[src/rtl/dispatch_ctrl.sv]
// ============================================================================
// Module   : dispatch_ctrl
// Purpose  : In-order dispatch FIFO that steers decoded micro-ops to the ALU,
//            LSU or branch issue queue, with optional branch serialisation.
// Revision : 1.0
// ============================================================================
`default_nettype none

module dispatch_ctrl #(
   parameter int DEPTH        = 2,
   parameter int BR_SERIALIZE = 1
) (
   input  logic        clk,
   input  logic        reset,
   input  logic        flush,
   input  logic        dec_valid,
   output logic        dec_ready,
   input  logic [31:0] dec_pc,
   input  logic [4:0]  dec_rs1,
   input  logic [4:0]  dec_rs2,
   input  logic [4:0]  dec_rd,
   input  logic [31:0] dec_imm,
   input  logic [2:0]  dec_aluop,
   input  logic [6:0]  dec_opcode,
   output logic [31:0] disp_pc,
   output logic [4:0]  disp_rs1,
   output logic [4:0]  disp_rs2,
   output logic [4:0]  disp_rd,
   output logic [31:0] disp_imm,
   output logic [2:0]  disp_aluop,
   output logic        alu_valid,
   input  logic        alu_ready,
   output logic        lsu_valid,
   input  logic        lsu_ready,
   output logic        br_valid,
   input  logic        br_ready,
   input  logic        br_resolve,
   output logic        illegal,
   output logic [15:0] stall_cnt
);

   localparam int c_PTR_W = (DEPTH > 1) ? $clog2(DEPTH) : 1;
   localparam int c_CNT_W = c_PTR_W + 1;
   localparam logic [c_CNT_W-1:0] c_DEPTH_CNT = c_CNT_W'(DEPTH);
   localparam logic [15:0] c_STALL_MAX = 16'hFFFF;

   typedef enum logic [0:0] {
      ST_RUN     = 1'b0,
      ST_BR_WAIT = 1'b1
   } state_t;

   typedef enum logic [1:0] {
      CL_ALU = 2'd0,
      CL_LSU = 2'd1,
      CL_BR  = 2'd2,
      CL_ILL = 2'd3
   } class_t;

   logic [31:0]        r_pc_mem    [DEPTH];
   logic [4:0]         r_rs1_mem   [DEPTH];
   logic [4:0]         r_rs2_mem   [DEPTH];
   logic [4:0]         r_rd_mem    [DEPTH];
   logic [31:0]        r_imm_mem   [DEPTH];
   logic [2:0]         r_aluop_mem [DEPTH];
   logic [6:0]         r_op_mem    [DEPTH];

   logic [c_PTR_W-1:0] r_wr_ptr;
   logic [c_PTR_W-1:0] r_rd_ptr;
   logic [c_CNT_W-1:0] r_count;
   state_t             r_state;
   logic [15:0]        r_stall_cnt;

   logic               w_head_valid;
   logic               w_offer;
   class_t             w_class;
   logic               w_push;
   logic               w_pop;
   logic               w_br_pop;
   logic               w_serialize;

   generate
      if (BR_SERIALIZE != 0) begin : g_br_serialize
         assign w_serialize = 1'b1;
      end else begin : g_br_no_serialize
         assign w_serialize = 1'b0;
      end
   endgenerate

   assign w_head_valid = (r_count != '0);

   always_comb begin
      w_class = CL_ILL;
      case (r_op_mem[r_rd_ptr])
         7'b0010011, 7'b0110011, 7'b0110111: w_class = CL_ALU;
         7'b0000011, 7'b0100011:             w_class = CL_LSU;
         7'b1100011, 7'b1100111:             w_class = CL_BR;
         default:                            w_class = CL_ILL;
      endcase
   end

   // Only one class matches, so at most one valid (or illegal) is raised.
   assign w_offer   = w_head_valid && (r_state == ST_RUN) && !flush;
   assign alu_valid = w_offer && (w_class == CL_ALU);
   assign lsu_valid = w_offer && (w_class == CL_LSU);
   assign br_valid  = w_offer && (w_class == CL_BR);
   assign illegal   = w_offer && (w_class == CL_ILL);

   assign w_br_pop = br_valid && br_ready;
   assign w_pop    = (alu_valid && alu_ready) || (lsu_valid && lsu_ready) ||
                     w_br_pop || illegal;

   // No pop look-ahead: a full FIFO refuses input even while it drains.
   assign dec_ready = (r_count < c_DEPTH_CNT) && reset;
   assign w_push    = dec_valid && dec_ready && !flush;

   always_comb begin
      disp_pc    = '0;
      disp_rs1   = '0;
      disp_rs2   = '0;
      disp_rd    = '0;
      disp_imm   = '0;
      disp_aluop = '0;
      if (w_head_valid) begin
         disp_pc    = r_pc_mem[r_rd_ptr];
         disp_rs1   = r_rs1_mem[r_rd_ptr];
         disp_rs2   = r_rs2_mem[r_rd_ptr];
         disp_rd    = r_rd_mem[r_rd_ptr];
         disp_imm   = r_imm_mem[r_rd_ptr];
         disp_aluop = r_aluop_mem[r_rd_ptr];
      end
   end

   assign stall_cnt = r_stall_cnt;

   always_ff @(posedge clk) begin
      if (w_push) begin
         r_pc_mem[r_wr_ptr]    <= dec_pc;
         r_rs1_mem[r_wr_ptr]   <= dec_rs1;
         r_rs2_mem[r_wr_ptr]   <= dec_rs2;
         r_rd_mem[r_wr_ptr]    <= dec_rd;
         r_imm_mem[r_wr_ptr]   <= dec_imm;
         r_aluop_mem[r_wr_ptr] <= dec_aluop;
         r_op_mem[r_wr_ptr]    <= dec_opcode;
      end
   end

   always_ff @(posedge clk) begin
      if (!reset) begin
         r_wr_ptr    <= '0;
         r_rd_ptr    <= '0;
         r_count     <= '0;
         r_state     <= ST_RUN;
         r_stall_cnt <= '0;
      end else if (flush) begin
         r_wr_ptr <= '0;
         r_rd_ptr <= '0;
         r_count  <= '0;
         r_state  <= ST_RUN;
      end else begin
         if (w_push) begin
            r_wr_ptr <= r_wr_ptr + c_PTR_W'(1);
         end
         if (w_pop) begin
            r_rd_ptr <= r_rd_ptr + c_PTR_W'(1);
         end
         r_count <= r_count + c_CNT_W'(w_push) - c_CNT_W'(w_pop);

         case (r_state)
            ST_RUN: begin
               if (w_br_pop && w_serialize) begin
                  r_state <= ST_BR_WAIT;
               end
            end
            ST_BR_WAIT: begin
               if (br_resolve) begin
                  r_state <= ST_RUN;
               end
            end
            default: r_state <= ST_RUN;
         endcase

         if (w_head_valid && !w_pop && (r_stall_cnt != c_STALL_MAX)) begin
            r_stall_cnt <= r_stall_cnt + 16'd1;
         end
      end
   end

endmodule

`default_nettype wire

[config.mk]
export PLATFORM = sky130hd
export DESIGN_NAME = dispatch_ctrl
export DESIGN_NICKNAME = d
export VERILOG_FILES = /design/src/rtl/dispatch_ctrl.sv
export SDC_FILE = /design/constraint.sdc
export NUM_CORES = 1
export LEC_CHECK = 0
export CORE_ASPECT_RATIO = 1.2
export CORE_MARGIN = 2
export CORE_UTILIZATION = 30
export DETAILED_ROUTE_END_ITERATION = 10
export MAX_ROUTING_LAYER = met4
export SYNTH_ARGS = -nofsm -noshare
export SYNTH_HDL_FRONTEND = slang
export SYNTH_SLANG_ARGS = --single-unit
[constraint.sdc]
create_clock -name clk -period 14.8 [get_ports clk]
set_input_delay 2.22 -clock clk [delete_from_list [all_inputs] [get_ports clk]]
set_output_delay 2.22 -clock clk [all_outputs]
set_load 0.005 [all_outputs]
==> flow_summary.json, run 1 <==
{
  "drt_iter0_markers": 210,
  "num_vias": 4936,
  "fin_crit_ns": 6.50,
  "yosysTopAreaCell": "edfxtp_1",
  "startpoint": "reset",
  "holdPathStages": 2,
  "async_flop_share": 0,
  "seq_area_frac_synth": 0.732,
  "fin_nets": 820,
  "ant_nets": 0,
  "syn_area_um2": 7910,
  "grt_pass1_vias": 4940,
  "synth_common_cells": "edfxtp_1, nor2_1, mux2i_1, dfxtp_1, buf_1",
  "max_freq_mhz": 154,
  "cts_root_buffer": "clkbuf_16",
  "fin_ws_ns": 8.30,
  "cts_hold_buf": 0,
  "multi_input_area_um2": 2000,
  "wire_per_inst_um": 16.2,
  "grt_busiest_layer": "met2",
  "yosysWarnings": 0,
  "critPathLaunchType": "primary input",
  "fin_crit_sh": 0.439,
  "setup_viol": 0,
  "crit_arrival_ns": 4.28,
  "synthFlopType": "edfxtp_1",
  "clk_latency_ns": 0.42,
  "pin_count": 200,
  "die_y_um": 182,
  "gp_congestion": 0.790,
  "path_clk_slew_ns": 0.07,
  "status": "finished clean",
  "synth_edf_count": 178,
  "first_pass_iters": 5,
  "end_kind": "output pin",
  "grt_pass1_wl_mm": 27.0,
  "cts_tree": "done",
  "ys_seq_elements": 200,
  "wl_mm": 17.4,
  "critPathKind": "primary input to output pin",
  "yosysUniqueCellTypes": 50,
  "gr-total-overflow": 0,
  "rrSetupSlack_ns": 11.88,
  "cp_max_fo": 19,
  "grt_max_degree": 71,
  "avgSynthCellArea_um2": 15.1,
  "rsz0062_at_grt": "false",
  "grt_usage": 0.129,
  "synthToLayoutAreaGrowth_pct": 37.1,
  "hp-class": "register to register",
  "yosys.area.top_type_share": 0.676,
  "cap_violations": 0,
  "synth_most_common_cell": "edfxtp_1",
  "worst-r2r-cell-count": 11,
  "cellPowerDensity_nw_per_um2": 105,
  "clockBufferDepth": 2,
  "fillers": 2401,
  "portBuffers": 199,
  "cts_setup_buffers": 0,
  "tightest_slew_ns": 1.12,
  "die_x_um": 152,
  "rows": 65,
  "start_util": 0.303,
  "ff_latch_area_um2": 5790,
  "dp_slack_ns": 8.30,
  "grt.met1_usage": 0.157,
  "drive_gt1_frac": 0.0614,
  "slew_violations": 0,
  "irDropWorstVdd_mv": 0.0726,
  "h-tree-depth": 4,
  "grt_use_met3": 0.0387,
  "viasPerCell": 4.61,
  "drc_errors": 0,
  "place_hpwl_mm": 11.2,
  "antenna_found_initial": 2,
  "syn-num-nets": 624,
  "hold_end": "stall_cnt[5]$_SDFFE_PN0P_",
  "finalClockSkew_ns": 0.00955,
  "p_leak_nw": 3.35,
  "coreArea_um2": 26100,
  "reg2reg_to": "r_count[1]$_SDFF_PP0_",
  "cp_data_required_time_ns": 12.58,
  "syn_inst": 524,
  "cts_resized": 0,
  "met2_usage": 0.212,
  "cts_made_buffers": 17,
  "whs_ns": 0.517,
  "dieArea_um2": 27700,
  "cts_sinks": 200,
  "holdCritStartpoint": "stall_cnt[5]$_SDFFE_PN0P_",
  "fin_tns_setup_ns": 0,
  "ys_top_cells_by_area": "edfxtp_1, mux2i_1, dfxtp_1",
  "slew_headroom": 0.249,
  "finalHoldViolations": 0
}
## cells in the final DEF, fill, tap and decap left out, types with 2 or more instances in the layout
master           netlist  layout
inv_1                  3       3
o21ai_0                6       6
a21oi_1               10       9
or3_1                  3       3
and3_4                 1       2
and3b_1                2       2
clkbuf_16              0      17
inv_6                  0       3
buf_4                  1       5
nand3_1                3       3
o31ai_1                6       6
o41ai_1                4       4
nor2b_1                2       2
clkinv_4               0       2
ha_1                   3       3
xnor2_1                3       3
nand2_1               12      12
clkinv_1               1       2
nor3_1                 5       5
o311ai_0               3       3
o21a_1                 2       2
inv_8                  0       2
dfxtp_1               22      21
diode_2                0       2
or4_1                  4       4
nand4_1                6       6
clkdlybuf4s50_1        0     199
nand2b_1               9       9
clkinvlp_4             0       3
nor2_4                 0       2
edfxtp_1             178     178
a32oi_1                2       2
nor2_1                99      97
mux2i_1               87      87
## critical path: stages
cell	delay, ns
clkdlybuf4s50_1	0.88
clkinv_1	0.44
nor2_1	0.19
clkdlybuf4s50_1	0.53
## kinds of logic (layout without fill, tap and decap cells)
kind of cell	count (synthesis)	after routing	share of synthesized area
muxes	87	87	0.110
buffers and inverters	31	240	0.0177
other	0	2	0
and+or+nand+nor	159	159	0.0961
xor gates and xnor gates	4	4	0.00443
DFF	200	200	0.732
AOI/OAI and AO/OA	40	40	0.0350
adders and majority gates	3	3	0.00475
## flip-flops by register name, indices dropped and copies added, names as in the netlist, named ones only
signal	cells
r_aluop_mem	6
r_count	2
r_imm_mem	64
r_op_mem	14
r_pc_mem	64
r_rd_mem	10
r_rd_ptr	1
r_rs1_mem	10
r_rs2_mem	10
r_state	1
r_wr_ptr	1
stall_cnt	16
## per-layer routing
metal / up-vias / routed length, um
met5: - / 0
met4: 0 / 108
met3: 6 / 1010
met2: 151 / 8610
met1: 2412 / 7650
li1: 2367 / -
## report_power, final
group | switching [mW] | internal (mW) | leakage (nW)
registers | 0.00321 | 0.625 | 1.79
logic | 0.0279 | 0.0393 | 1.29
clock network | 0.209 | 0.237 | 0.272
## worst max-delay path by stage
stage | endpoint | slack (ns) | cells after the start
final | dec_ready | 8.30 | 4
after global routing | dec_ready | 8.10 | 4
after CTS | dec_ready | 8.28 | 4
after detailed placement | dec_ready | 8.30 | 4
after global placement | dec_ready | 8.29 | 4
after floorplan | r_aluop_mem[0][0]$_DFFE_PP_ | 7.57 | 5
## metrics by stage
stage / total power, mW / util / instances / area [um2]
global route: 1.19 / 0.415 / 1070 / 10800
CTS: 1.16 / 0.415 / 1068 / 10800
detailed placement: 0.709 / 0.393 / 1036 / 10300
global placement: 0.708 / 0.393 / 1036 / 10300
floorplan: 0.662 / - / 524 / 7910
finish: 1.14 / 0.415 / 1070 / 10800
## cell type report
class                      count  share of cell area
sequential                   200               0.534
timing repair buffer         204               0.187
multi-input combinational    293               0.185
clock buffer                  18              0.0396
tap                          335              0.0387
clock inverter                14              0.0133
inverter                       4             0.00139
antenna                        2            0.000462
Note: power is estimated with default switching activity, not from simulation.
==> inputs of run 2 (changes only) <==
Clock period 14.8 ns to 6.4 ns, I/O delays scaled along.
==> run 2 against run 1 <==
Setup slack worse by 5.9 ns. First-iteration DRC count is 3.8% lower. Non-clock buffer count stayed put. Clock power is 140% higher. Wire length is 2.9% higher. Largest power group unchanged. Sequential power is 130% higher. Critical endpoint unchanged. Clock skew is 0.0018 ns higher. Critical path depth stayed put. Combinational power is 140% higher. Via count is 0.14% lower. Sequential cell count stayed put.
==> flow_summary.json, run 2 (same netlist as run 1, synthesis figures left out) <==
{
  "status": "finished clean",
  "slew_headroom": 0.241,
  "final_cell_mix": "clkdlybuf4s50_1, edfxtp_1, nor2_1",
  "slowest_stage": "clkdlybuf4s50_1",
  "grt_pass1_wl_mm": 27.7,
  "crit_arrival_ns": 3.05,
  "coreArea_um2": 26100,
  "internal_power_mw": 2.10,
  "ant_nets": 0,
  "synthToLayoutAreaGrowth_pct": 37.6,
  "p_leak_nw": 3.38,
  "cts_made_buffers": 17,
  "cts_resized": 0,
  "fin_cells": 1070,
  "cts_root_buffer": "clkbuf_16",
  "met2_usage": 0.210,
  "start_util": 0.303,
  "portBuffers": 199,
  "h-tree-depth": 4,
  "crit_buf_inv": 3,
  "cts_tree": "done",
  "grt_pass1_vias": 5035,
  "critPathKind": "primary input to output pin",
  "fin_nets": 820,
  "hp-class": "register to register",
  "cts_setup_buffers": 0,
  "dp_slack_ns": 2.06,
  "clockBufferDepth": 2,
  "cellPowerDensity_nw_per_um2": 248,
  "p_comb_frac": 0.059,
  "fillers": 2407,
  "drc_errors": 0,
  "final_common_cell": "clkdlybuf4s50_1",
  "setup_viol": 0,
  "rrSetupSlack_ns": 3.46,
  "path_clk_slew_ns": 0.08,
  "dpl_cell_area_um2": 10300,
  "path_cells": "clkdlybuf4s50_1, clkinv_1, nor2_1, clkdlybuf4s50_1",
  "p_switching_mw": 0.598,
  "critPathLaunchType": "primary input",
  "gr-total-overflow": 0,
  "drt_iter0_markers": 202,
  "tightest_slew_ns": 1.14,
  "cts_hold_buf": 0,
  "die_x_um": 152,
  "wire_per_inst_um": 16.7,
  "fin_ws_ns": 2.39,
  "die_y_um": 182,
  "p_total_mw": 2.70,
  "dieArea_um2": 27700,
  "slowest_delay_ns": 0.91,
  "dp.cells": 1036,
  "grt_usage": 0.132,
  "crit_family": "buffers and inverters",
  "grt.met1_usage": 0.166,
  "rsz0062_at_grt": "false",
  "max_freq_mhz": 249,
  "pwr-share-seq": 0.538,
  "finalHoldViolations": 0,
  "wl_mm": 17.9,
  "first_pass_iters": 4,
  "rows": 65,
  "cap_violations": 0,
  "finalClockSkew_ns": 0.0114,
  "clkPwrFrac": 0.402,
  "slew_violations": 0,
  "cts_sinks": 200,
  "grt_busiest_layer": "met2",
  "fin_tns_setup_ns": 0,
  "cp_max_fo": 19,
  "fin_crit_sh": 0.627,
  "drive_gt1_frac": 0.0641,
  "cp_data_required_time_ns": 5.44,
  "pin_count": 200,
  "grt_max_degree": 68,
  "clk_latency_ns": 0.43,
  "final_util": 0.417,
  "gp_congestion": 0.831,
  "viasPerCell": 4.61,
  "switching_share": 0.222,
  "place_hpwl_mm": 11.7,
  "antenna_found_initial": 2,
  "grt_use_met3": 0.0391,
  "fin_area_um2": 10900,
  "end_kind": "output pin",
  "num_vias": 4929,
  "whs_ns": 0.519,
  "irDropWorstVdd_mv": 0.183,
  "fin_crit_ns": 4.01,
  "cpMostUsedCell": "clkdlybuf4s50_1"
}
-- run 2: cell types whose count changed in the layout (fill, tap and decap cells not counted), sizes merged --
cell,delta
clkinvlp,-2
clkinv,-1
clkbuf,-1
inv,+4
-- run 2: cell type report --
| type | count | area [um2] | share of cell area |
|---|---|---|---|
| Multi-Input combinational cell | 293 | 2000 | 0.184 |
| Inverter | 4 | 15.0 | 0.00138 |
| Timing Repair Buffer | 204 | 2040 | 0.188 |
| Clock inverter | 15 | 179 | 0.0164 |
| Clock buffer | 17 | 425 | 0.0391 |
| Antenna cell | 2 | 5.00 | 0.000460 |
| Tap cell | 335 | 419 | 0.0385 |
| Sequential cell | 200 | 5790 | 0.532 |
-- run 2: routing by layer --
layer  share of wire  routed length, um
met4           0.013                231
met1            0.45               8040
met3           0.060               1070
met2            0.48               8540
met5               0                  0
-- run 2: worst min-delay path, delay by kind of cell, from the launching register on --
family	cells	cell delay [ns]
DFF	1	0.34
AOI/OAI and AO/OA	2	0.14
-- run 2: worst paths after layout --
kind | startpoint | to | depth (start not counted)
worst max register to register | register | r_count[1]$_SDFF_PP0_ | 11
worst max-delay path | reset | dec_ready | 4
worst min register to register | stall_cnt[5]$_SDFFE_PN0P_ | stall_cnt[5]$_SDFFE_PN0P_ | 2
worst min-delay path | stall_cnt[5]$_SDFFE_PN0P_ | stall_cnt[5]$_SDFFE_PN0P_ | 2
-- run 2: power groups by stage --
stage	sequential (mW)	clock (mW)	combinational [mW]
after floorplan	1.48	0	0.0489
after global placement	1.48	0	0.161
after detailed placement	1.48	0	0.163
after CTS	1.45	1.12	0.163
after global routing	1.45	1.17	0.173
final	1.45	1.08	0.160
==> inputs of run 3 (changes only) <==
Clock period 6.4 ns to 3.65 ns, I/O delays scaled along.
==> run 3 against run 2 <==
First-iteration DRC count is 28% higher. Via count is 1.2% higher. Final area is 0.92% higher. Wire length hardly changed. Highest routed layer unchanged. Sequential share of layout area is 0.49 points lower. Global-route usage is 0.14 points lower. Setup slack worse by 1.8 ns. Clock-buffer cell count stayed put. Sequential power is 75% higher. Register-to-register slack worse by 2.3 ns. Total power is 77% higher.
==> flow_summary.json, run 3 (same netlist as run 1, synthesis figures left out) <==
{
  "path_cells": "buf_4, mux2i_1, nor2_1, clkdlybuf4s50_1",
  "wire_per_inst_um": 16.6,
  "finalHoldViolations": 0,
  "start_util": 0.303,
  "fillers": 2414,
  "finalClockSkew_ns": 0.00823,
  "gr-total-overflow": 0,
  "fin_crit_sh": 0.842,
  "path_clk_slew_ns": 0.07,
  "antenna_found_initial": 1,
  "grt_usage": 0.131,
  "coreArea_um2": 26100,
  "rsz0062_at_grt": "false",
  "cts_made_buffers": 17,
  "critPathLaunchType": "register",
  "first_pass_iters": 4,
  "hp-class": "register to register",
  "clk_latency_ns": 0.44,
  "place_hpwl_mm": 11.6,
  "final_common_cell": "clkdlybuf4s50_1",
  "irDropWorstVdd_mv": 0.310,
  "wl_met1_mm": 7.81,
  "crit_buf_inv": 2,
  "crit_arrival_ns": 2.53,
  "p_total_mw": 4.77,
  "synthToLayoutAreaGrowth_pct": 38.9,
  "met2_length_mm": 8.73,
  "tightest_slew_ns": 0.834,
  "clockBufferDepth": 2,
  "top_layer_used": "met4",
  "cp_data_required_time_ns": 3.10,
  "viasPerCell": 4.64,
  "drive_gt1_frac": 0.0716,
  "fin_nets": 827,
  "fin_crit_ns": 3.07,
  "max_freq_mhz": 325,
  "end_kind": "output pin",
  "slowest_stage": "buf_4",
  "cts_sinks": 200,
  "num_vias": 4988,
  "grt_pass1_wl_mm": 27.3,
  "die_x_um": 152,
  "critPathKind": "register to output pin",
  "cap_violations": 0,
  "gp_congestion": 0.826,
  "h-tree-depth": 4,
  "status": "finished clean",
  "crit_family": "buffers and inverters",
  "setup_viol": 0,
  "final_util": 0.421,
  "final_cell_mix": "clkdlybuf4s50_1, edfxtp_1, nor2_1",
  "slew_violations": 0,
  "drt_iter0_markers": 259,
  "grt_pass1_vias": 5057,
  "cts_resized": 0,
  "cp_max_fo": 37,
  "portBuffers": 199,
  "wl_met3_mm": 1.07,
  "grt_max_degree": 85,
  "die_y_um": 182,
  "cts_setup_buffers": 0,
  "cts_root_buffer": "clkbuf_16",
  "cellPowerDensity_nw_per_um2": 434,
  "slew_headroom": 0.444,
  "slowest_delay_ns": 0.62,
  "cts_tree": "done",
  "cts_hold_buf": 0,
  "fin_tns_setup_ns": 0,
  "wl_mm": 17.9,
  "dieArea_um2": 27700,
  "ant_nets": 0,
  "pin_count": 200,
  "p_leak_nw": 3.43,
  "fin_cells": 1076,
  "rows": 65,
  "dp.cells": 1043,
  "drc_errors": 0
}
run 3: changes by cell type in the layout (fill, tap and decap cells not counted):
cell / previous run / this run
buf_4: 4 / 7
a21oi_1: 9 / 10
clkinv_8: 3 / 0
inv_6: 7 / 5
inv_8: 2 / 4
diode_2: 2 / 1
clkinv_4: 1 / 3
a21oi_2: 1 / 0
bufinv_16: 1 / 2
buf_12: 1 / 5
run 3: path summary, 6_finish.rpt:
check                                 start                    endpoint  slack (ns)  depth (start not counted)
setup reg to reg                   register  stall_cnt[13]$_SDFFE_PN0P_        1.21                          7
hold reg to reg   stall_cnt[5]$_SDFFE_PN0P_   stall_cnt[5]$_SDFFE_PN0P_        0.51                          2
setup / recovery                   register                 disp_imm[4]        0.58                          4
hold / removal    stall_cnt[5]$_SDFFE_PN0P_   stall_cnt[5]$_SDFFE_PN0P_        0.51                          2
run 3: stage by stage:
| step | worst slack, ns | hold slack (ns) | cell area (um2) |
|---|---|---|---|
| 6_report | 0.576 | 0.509 | 11000 |
| 5_1_grt | 0.387 | 0.534 | 11000 |
| 4_1_cts | 0.476 | 0.509 | 11000 |
| 3_5_place_dp | 0.754 | 0.491 | 10400 |
| 3_3_place_gp | 0.794 | 0.495 | 10400 |
| 2_1_floorplan | 0.573 | 0.481 | 7910 |
run 3: where the power goes:
| group | internal [mW] | switching [mW] | total, mW | leakage [nW] |
|---|---|---|---|---|
| Clock | 1.04 | 0.896 | 1.94 | 0.297 |
| Combinational | 0.166 | 0.118 | 0.284 | 1.34 |
| Sequential | 2.53 | 0.0124 | 2.54 | 1.79 |
| Total | 3.74 | 1.03 | 4.77 | 3.43 |
run 3: cell type report:
class | count | area (um2) | area share
Clock buffer | 17 | 425 | 0.0388
Tap cell | 335 | 419 | 0.0382
Inverter | 4 | 15.0 | 0.00137
Sequential cell | 200 | 5790 | 0.527
Multi-Input combinational cell | 293 | 2000 | 0.182
Antenna cell | 1 | 2.50 | 0.000228
Clock inverter | 15 | 183 | 0.0166
Timing Repair Buffer | 211 | 2140 | 0.195
run 3: worst min-delay path: stages (launching register included):
cell and delay (ns):
dfxtp_1 0.34, o31ai_1 0.07, a21oi_1 0.06
run 3: routing by layer:
layer | global-route usage | vias up
met5 | - | -
met2 | 0.213 | 168
met1 | 0.156 | 2427
met4 | 0.0449 | 0
li1 | - | 2374
met3 | 0.0377 | 19
